## config.mk

```make
export PLATFORM = sky130hd
export DESIGN_NAME = vip_pattern_gen_flat
export DESIGN_NICKNAME = d
export VERILOG_FILES = /design/src/rtl/vip_pattern_gen_if.sv /design/src/rtl/vip_pattern_gen.sv /design/src/flat_wrapper.sv
export SDC_FILE = /design/constraint.sdc
export NUM_CORES = 1
export LEC_CHECK = 0
export ABC_AREA = 1
export CORE_ASPECT_RATIO = 0.9
export CORE_MARGIN = 2
export CORE_UTILIZATION = 35
export CTS_BUF_LIST = sky130_fd_sc_hd__clkbuf_8
export DETAILED_ROUTE_END_ITERATION = 16
export PLACE_DENSITY = 0.51
export SYNTH_ARGS = -nofsm -noshare
export SYNTH_HDL_FRONTEND = slang
export SYNTH_SLANG_ARGS = --single-unit
```

## constraint.sdc

```tcl
create_clock -name clk -period 4.24 [get_ports clk]
set_clock_uncertainty 0.05 [all_clocks]
set_input_delay 1.06 -clock clk [delete_from_list [all_inputs] [get_ports clk]]
set_output_delay 1.06 -clock clk [all_outputs]
set_load 0.01 [all_outputs]
```

## src/rtl/vip_pattern_gen_if.sv

```systemverilog
// Video stream bundle: raster sync, active strobe and RGB565 pixel.
interface vip_pattern_gen_if;
  logic        frame_vsync;
  logic        frame_hsync;
  logic        frame_de;
  logic [15:0] frame_rgb;

  modport master (output frame_vsync, output frame_hsync, output frame_de, output frame_rgb);
  modport slave  (input  frame_vsync, input  frame_hsync, input  frame_de, input  frame_rgb);
endinterface

```

## src/rtl/vip_pattern_gen.sv

```systemverilog
// Test-pattern video source: raster timing plus colour bars, gray ramp,
// checkerboard or solid colour. Mode/colour/enable are taken only at frame
// boundaries so a frame is never torn. All stream outputs are registered,
// one cycle behind the raster counters.
module vip_pattern_gen #(
  parameter int unsigned H_ACTIVE = 640,
  parameter int unsigned H_FP     = 16,
  parameter int unsigned H_SYNC   = 96,
  parameter int unsigned H_BP     = 48,
  parameter int unsigned V_ACTIVE = 480,
  parameter int unsigned V_FP     = 10,
  parameter int unsigned V_SYNC   = 2,
  parameter int unsigned V_BP     = 33,
  parameter int unsigned CHK_LOG2 = 5
) (
  input  logic                clk,
  input  logic                rst_n,
  input  logic                en,
  input  logic [1:0]          mode,
  input  logic [15:0]         solid_rgb,
  vip_pattern_gen_if.master   vid,
  output logic [15:0]         frame_cnt,
  output logic                busy
);

  localparam int unsigned H_TOT = H_ACTIVE + H_FP + H_SYNC + H_BP;
  localparam int unsigned V_TOT = V_ACTIVE + V_FP + V_SYNC + V_BP;
  localparam int unsigned HW    = $clog2(H_TOT);
  localparam int unsigned VW    = $clog2(V_TOT);
  localparam int unsigned BAR_W = H_ACTIVE / 8;
  localparam int unsigned BW    = (BAR_W > 1) ? $clog2(BAR_W) : 1;

  typedef enum logic {IDLE, RUN} state_t;

  state_t          state_q;
  logic [HW-1:0]   h_q, h_d;
  logic [VW-1:0]   v_q, v_d;
  logic [1:0]      mode_q;
  logic [15:0]     solid_q;
  logic [15:0]     frame_cnt_q;
  logic [BW-1:0]   bar_cnt_q;
  logic [2:0]      bar_idx_q;
  logic            vs_q, hs_q, de_q, busy_q;
  logic [15:0]     rgb_q;

  logic            eol, eof;
  logic            h_act, v_act, h_sync, v_sync;
  logic [15:0]     pix;

  // Raster decode of the current counter position.
  always_comb begin
    eol    = (32'(h_q) == H_TOT - 1);
    eof    = eol && (32'(v_q) == V_TOT - 1);
    h_act  = (32'(h_q) < H_ACTIVE);
    v_act  = (32'(v_q) < V_ACTIVE);
    h_sync = (32'(h_q) >= H_ACTIVE + H_FP) && (32'(h_q) < H_ACTIVE + H_FP + H_SYNC);
    v_sync = (32'(v_q) >= V_ACTIVE + V_FP) && (32'(v_q) < V_ACTIVE + V_FP + V_SYNC);
    h_d    = eol ? '0 : h_q + HW'(1);
    v_d    = v_q;
    if (eol) v_d = (32'(v_q) == V_TOT - 1) ? '0 : v_q + VW'(1);
  end

  // Pattern colour for the current position using the frame-latched mode.
  always_comb begin
    pix = '0;
    unique case (mode_q)
      2'd0: begin
        unique case (bar_idx_q)
          3'd0: pix = 16'hFFFF;
          3'd1: pix = 16'hFFE0;
          3'd2: pix = 16'h07FF;
          3'd3: pix = 16'h07E0;
          3'd4: pix = 16'hF81F;
          3'd5: pix = 16'hF800;
          3'd6: pix = 16'h001F;
          default: pix = 16'h0000;
        endcase
      end
      2'd1: pix = {5'(h_q >> 3), 6'(h_q >> 2), 5'(h_q >> 3)};
      2'd2: pix = (1'(h_q >> CHK_LOG2) ^ 1'(v_q >> CHK_LOG2)) ? 16'hFFFF : 16'h0000;
      default: pix = solid_q;
    endcase
  end

  // Frame FSM: counters, frame-boundary latching of mode/colour, frame counter.
  always_ff @(posedge clk or negedge rst_n) begin
    if (!rst_n) begin
      state_q     <= IDLE;
      h_q         <= '0;
      v_q         <= '0;
      mode_q      <= '0;
      solid_q     <= '0;
      frame_cnt_q <= '0;
    end else begin
      unique case (state_q)
        IDLE: begin
          h_q <= '0;
          v_q <= '0;
          if (en) begin
            state_q <= RUN;
            mode_q  <= mode;
            solid_q <= solid_rgb;
          end
        end
        default: begin
          h_q <= h_d;
          v_q <= v_d;
          if (eof) begin
            frame_cnt_q <= frame_cnt_q + 16'd1;
            if (en) begin
              mode_q  <= mode;
              solid_q <= solid_rgb;
            end else begin
              state_q <= IDLE;
            end
          end
        end
      endcase
    end
  end

  // Bar index tracks h_cnt / BAR_W by counting down each bar width instead of dividing.
  always_ff @(posedge clk or negedge rst_n) begin
    if (!rst_n) begin
      bar_cnt_q <= BW'(BAR_W - 1);
      bar_idx_q <= '0;
    end else if (state_q != RUN || eol) begin
      bar_cnt_q <= BW'(BAR_W - 1);
      bar_idx_q <= '0;
    end else if (h_act) begin
      if (bar_cnt_q == '0) begin
        bar_cnt_q <= BW'(BAR_W - 1);
        bar_idx_q <= bar_idx_q + 3'd1;
      end else begin
        bar_cnt_q <= bar_cnt_q - BW'(1);
      end
    end
  end

  // Registered stream outputs, one cycle behind the counters, zero outside RUN.
  always_ff @(posedge clk or negedge rst_n) begin
    if (!rst_n) begin
      vs_q   <= 1'b0;
      hs_q   <= 1'b0;
      de_q   <= 1'b0;
      rgb_q  <= '0;
      busy_q <= 1'b0;
    end else if (state_q == RUN) begin
      vs_q   <= v_sync;
      hs_q   <= h_sync;
      de_q   <= h_act && v_act;
      rgb_q  <= (h_act && v_act) ? pix : '0;
      busy_q <= 1'b1;
    end else begin
      vs_q   <= 1'b0;
      hs_q   <= 1'b0;
      de_q   <= 1'b0;
      rgb_q  <= '0;
      busy_q <= 1'b0;
    end
  end

  assign vid.frame_vsync = vs_q;
  assign vid.frame_hsync = hs_q;
  assign vid.frame_de    = de_q;
  assign vid.frame_rgb   = rgb_q;
  assign frame_cnt       = frame_cnt_q;
  assign busy            = busy_q;

endmodule

```

## src/flat_wrapper.sv

```systemverilog
// flat-port wrapper written by rule: the top's interface ports become plain ports
module vip_pattern_gen_flat 
#(
  parameter int unsigned H_ACTIVE = 640,
  parameter int unsigned H_FP     = 16,
  parameter int unsigned H_SYNC   = 96,
  parameter int unsigned H_BP     = 48,
  parameter int unsigned V_ACTIVE = 480,
  parameter int unsigned V_FP     = 10,
  parameter int unsigned V_SYNC   = 2,
  parameter int unsigned V_BP     = 33,
  parameter int unsigned CHK_LOG2 = 5
)
  (clk, rst_n, en, mode, solid_rgb, frame_cnt, busy, vid_frame_vsync, vid_frame_hsync, vid_frame_de, vid_frame_rgb);
  vip_pattern_gen_if vid_i ();
  input  logic clk;
  input  logic rst_n;
  input  logic en;
  input  logic [1:0] mode;
  input  logic [15:0] solid_rgb;
  output logic [15:0] frame_cnt;
  output logic busy;
  output wire logic [$bits(vid_i.frame_vsync)-1:0] vid_frame_vsync;
  output wire logic [$bits(vid_i.frame_hsync)-1:0] vid_frame_hsync;
  output wire logic [$bits(vid_i.frame_de)-1:0] vid_frame_de;
  output wire logic [$bits(vid_i.frame_rgb)-1:0] vid_frame_rgb;
  assign vid_frame_vsync = vid_i.frame_vsync;
  assign vid_frame_hsync = vid_i.frame_hsync;
  assign vid_frame_de = vid_i.frame_de;
  assign vid_frame_rgb = vid_i.frame_rgb;
  vip_pattern_gen #(.H_ACTIVE(H_ACTIVE), .H_FP(H_FP), .H_SYNC(H_SYNC), .H_BP(H_BP), .V_ACTIVE(V_ACTIVE), .V_FP(V_FP), .V_SYNC(V_SYNC), .V_BP(V_BP), .CHK_LOG2(CHK_LOG2)) u_core (.clk(clk), .rst_n(rst_n), .en(en), .mode(mode), .solid_rgb(solid_rgb), .vid(vid_i), .frame_cnt(frame_cnt), .busy(busy));
endmodule
```

==> qor.txt <==
Status: finished clean
Fmax: 395 MHz
FF-to-FF path depth: 6
Largest net degree at the start of global routing: 67
Final hold viol count: 0
Post-synth EDFFs: 0
Die Wd: 125 um
Vias in the first global route: 3709
Power Total: 2.45 mW
Post-synthesis register bit count: 85
Final WL: 10900 um
Clock Path Buffers: 2
Tmin final: 2.53 ns
Hold Buf Count CTS: 0
WHS: 0.430 ns
Power Density: 449 mW/mm^2
Req. time, crit path: 3.13 ns
Startpoint types: flop
Starting density of the core: 36.2%
Top cells by area, synth: dfrtp_1 43%, nand2_1 14%, nor2_1 6.9%
Clock-pin slew on the worst setup and hold paths: 0.09 ns
GPL Wtd Cong: 0.814
Synthesized area: 0.00464 sq mm
Worst hold start: u_core.solid_q[12]
First-iteration detailed-routing DRC count: 253
DP HPWL: 7850 um
Vias: 3862
Vias per cell: 4.70
H-tree depth: 3
Mapped Cells: 603
Met1 Wirelength: 5680 um
Worst-skew pair later-pin latency: 0.38 ns
Top FF cell, synth: dfrtp_1
Antenna diodes: 0
Routed wl met3: 346 um
Die ar.: 0.0142 sq mm
Worst rel slew slack: 44.8%
DRT Pass-1 Iters: 4
Post-CTS setup buffers: 0
Initial antenna violation count: 0
Clock net sink count: 85
Hold Path Stages: 2
Launching point of the worst reg2reg path: u_core.state_q
Worst path max stage delay: 0.58 ns
Syn Nets: 635
Root cell of the clock tree: clkbuf_8
Critical path fanouts, max: 6
DR WL met2: 4850 um
VDD IR max: 0.000223 V
ANT nets after route: 0
Leak: 2.76 nW
Yosys top cell area share: 43.1%
Critical path capture point type: output pin
Worst EP arrival: 1.42 ns
Area growth syn-to-layout: 17.7%
Setup TNS: 0 ns
Global-route wire length before repair: 18600 um
Top Family by Delay on Critical Path: buffers and inverters
Total CTS buffers: 9
Fill cells: 1319
Total of max-cap violations: 0
Hold Path Class: flop to flop
NumNets Final: 685
CP Depth: 1
GRT Residual Overflow: 0
Register area share after synthesis: 46.0%
Die height: 113 um
Crit path buf inv count: 1
Crit. Startpoint: u_core.frame_cnt[9]
Cts repair resizes: 0
Critical-path cell list: clkdlybuf4s50_1
CTS tree: done
Final worst-path cycle share: 59.7%
Setup CP Type: flop to output pin
Slowest cell on the critical path: clkdlybuf4s50_1
Synth area leader: dfrtp_1
# port buffers: 56
Post-synth cell types: 34
Num ports: 57
Number of cell rows: 39
Actual slew at the worst max-slew pin: 0.828 ns
Routed WL per cell: 13.3 um
Asr flop ratio synth: 100%
RSZ-0062 raised after global routing: no
Layout cells sized above 1: 6.54%
Uppermost layer routed: met4
Syn avg cell area: 7.70 sq um
Setup violators final: 0
Yosys warns: 0
DRC viols: 0
Pins Over Slew Limit: 0
Core Area: 0.0128 sq mm
GRT Overall Usage: 16.2%
==> sequential cells by signal (all words and copies together) (netlist names) <==
register,flops
u_core.mode_q,2
u_core.bar_idx_q,3
u_core.bar_cnt_q,7
u_core.state_q,1
u_core.frame_cnt,16
u_core.vid.frame_de,1
u_core.vid.frame_rgb,16
u_core.vid.frame_hsync,1
u_core.v_q,10
u_core.busy,1
u_core.vid.frame_vsync,1
u_core.h_q,10
u_core.solid_q,16
==> final cells by class <==
class	count	area, sq um	area share, %
clock buffer	10	138	2.52
clock inverter	5	60.1	1.10
inverter	76	285	5.22
multi-input combinational	424	2080	38.0
sequential	85	2130	39.0
tap	164	205	3.76
timing repair buffer	57	566	10.4
==> cells by family after synthesis <==
logic type                 Yosys count  synth area share (%)
buffers and inverters               94                  9.30
and+or+nand+nor                    362                  34.6
xor gates and xnor gates            14                  2.64
DFF                                 85                  46.0
adders and majority gates           11                  2.96
AOI/OAI and AO/OA                   37                  4.53
==> worst register-to-register path, delay by kind of cell (launching register included) <==
| family | cells | cell delay (ns) |
|---|---|---|
| DFF | 1 | 0.72 |
| buffers and inverters | 2 | 0.32 |
| and+or+nand+nor | 4 | 0.99 |
==> power by group <==
group / leakage (nW) / switching [mW] / internal [mW] / total, mW
Clock: 0.0987 / 0.303 / 0.287 / 0.590
Sequential: 1.08 / 0.124 / 0.993 / 1.12
Combinational: 1.58 / 0.414 / 0.332 / 0.746
==> Yosys cell counts, types with 2 or more instances <==
cell type / instances
nand2_1: 175
nor2_1: 85
dfrtp_1: 80
inv_1: 73
nand3_1: 51
nand4_1: 28
o21ai_0: 22
xor2_1: 14
ha_1: 11
buf_2: 6
buf_6: 5
dfstp_2: 5
a21oi_1: 4
nor3_1: 4
buf_4: 3
inv_2: 3
nand2_2: 3
nor2_4: 3
o21ai_2: 3
o21bai_1: 3
buf_8: 2
clkbuf_1: 2
nand2_4: 2
nand3_2: 2
nand3_4: 2
nand3b_1: 2
nor2_2: 2
o21ai_1: 2
==> placed cells by master (no fill, tap or decap), drive strengths merged, types with 3 or more instances in the layout <==
master / count
nand2: 180
clkbuf: 10
clkdlybuf4s50: 55
a21oi: 4
o21ai: 27
ha: 11
nor2: 90
nor3: 5
nand4: 28
nand3: 55
dfrtp: 80
inv: 77
xor2: 14
o21bai: 3
dfstp: 5
==> through the flow <==
step / utilization (%) / area [sq um] / worst slack, ns / std cells
final: 42.6 / 5460 / 1.71 / 821
after global routing: 42.6 / 5460 / 1.63 / 821
after CTS: 42.6 / 5460 / 1.67 / 821
after detailed placement: 41.0 / 5270 / 1.52 / 806
after global placement: 41.0 / 5270 / 1.55 / 806
after floorplan: - / 4640 / 2.44 / 603
==> metal layers <==
layer,up-vias,global-route usage (%)
met1,1801,23.6
li1,2002,-
met2,57,24.3
met3,2,4.78
met4,0,3.11
met5,-,0
==> path summary, 6_finish.rpt <==
check                                          end  slack, ns
setup / recovery                      frame_cnt[9]       1.71
setup reg to reg           u_core.vid.frame_rgb[7]       2.09
hold / removal                  u_core.solid_q[12]       0.43
min in group asynchronous     u_core.frame_cnt[15]       0.72
max in group asynchronous            u_core.v_q[5]       2.61
hold reg to reg                 u_core.solid_q[12]       0.43
Note: power is estimated with default switching activity, not from simulation.
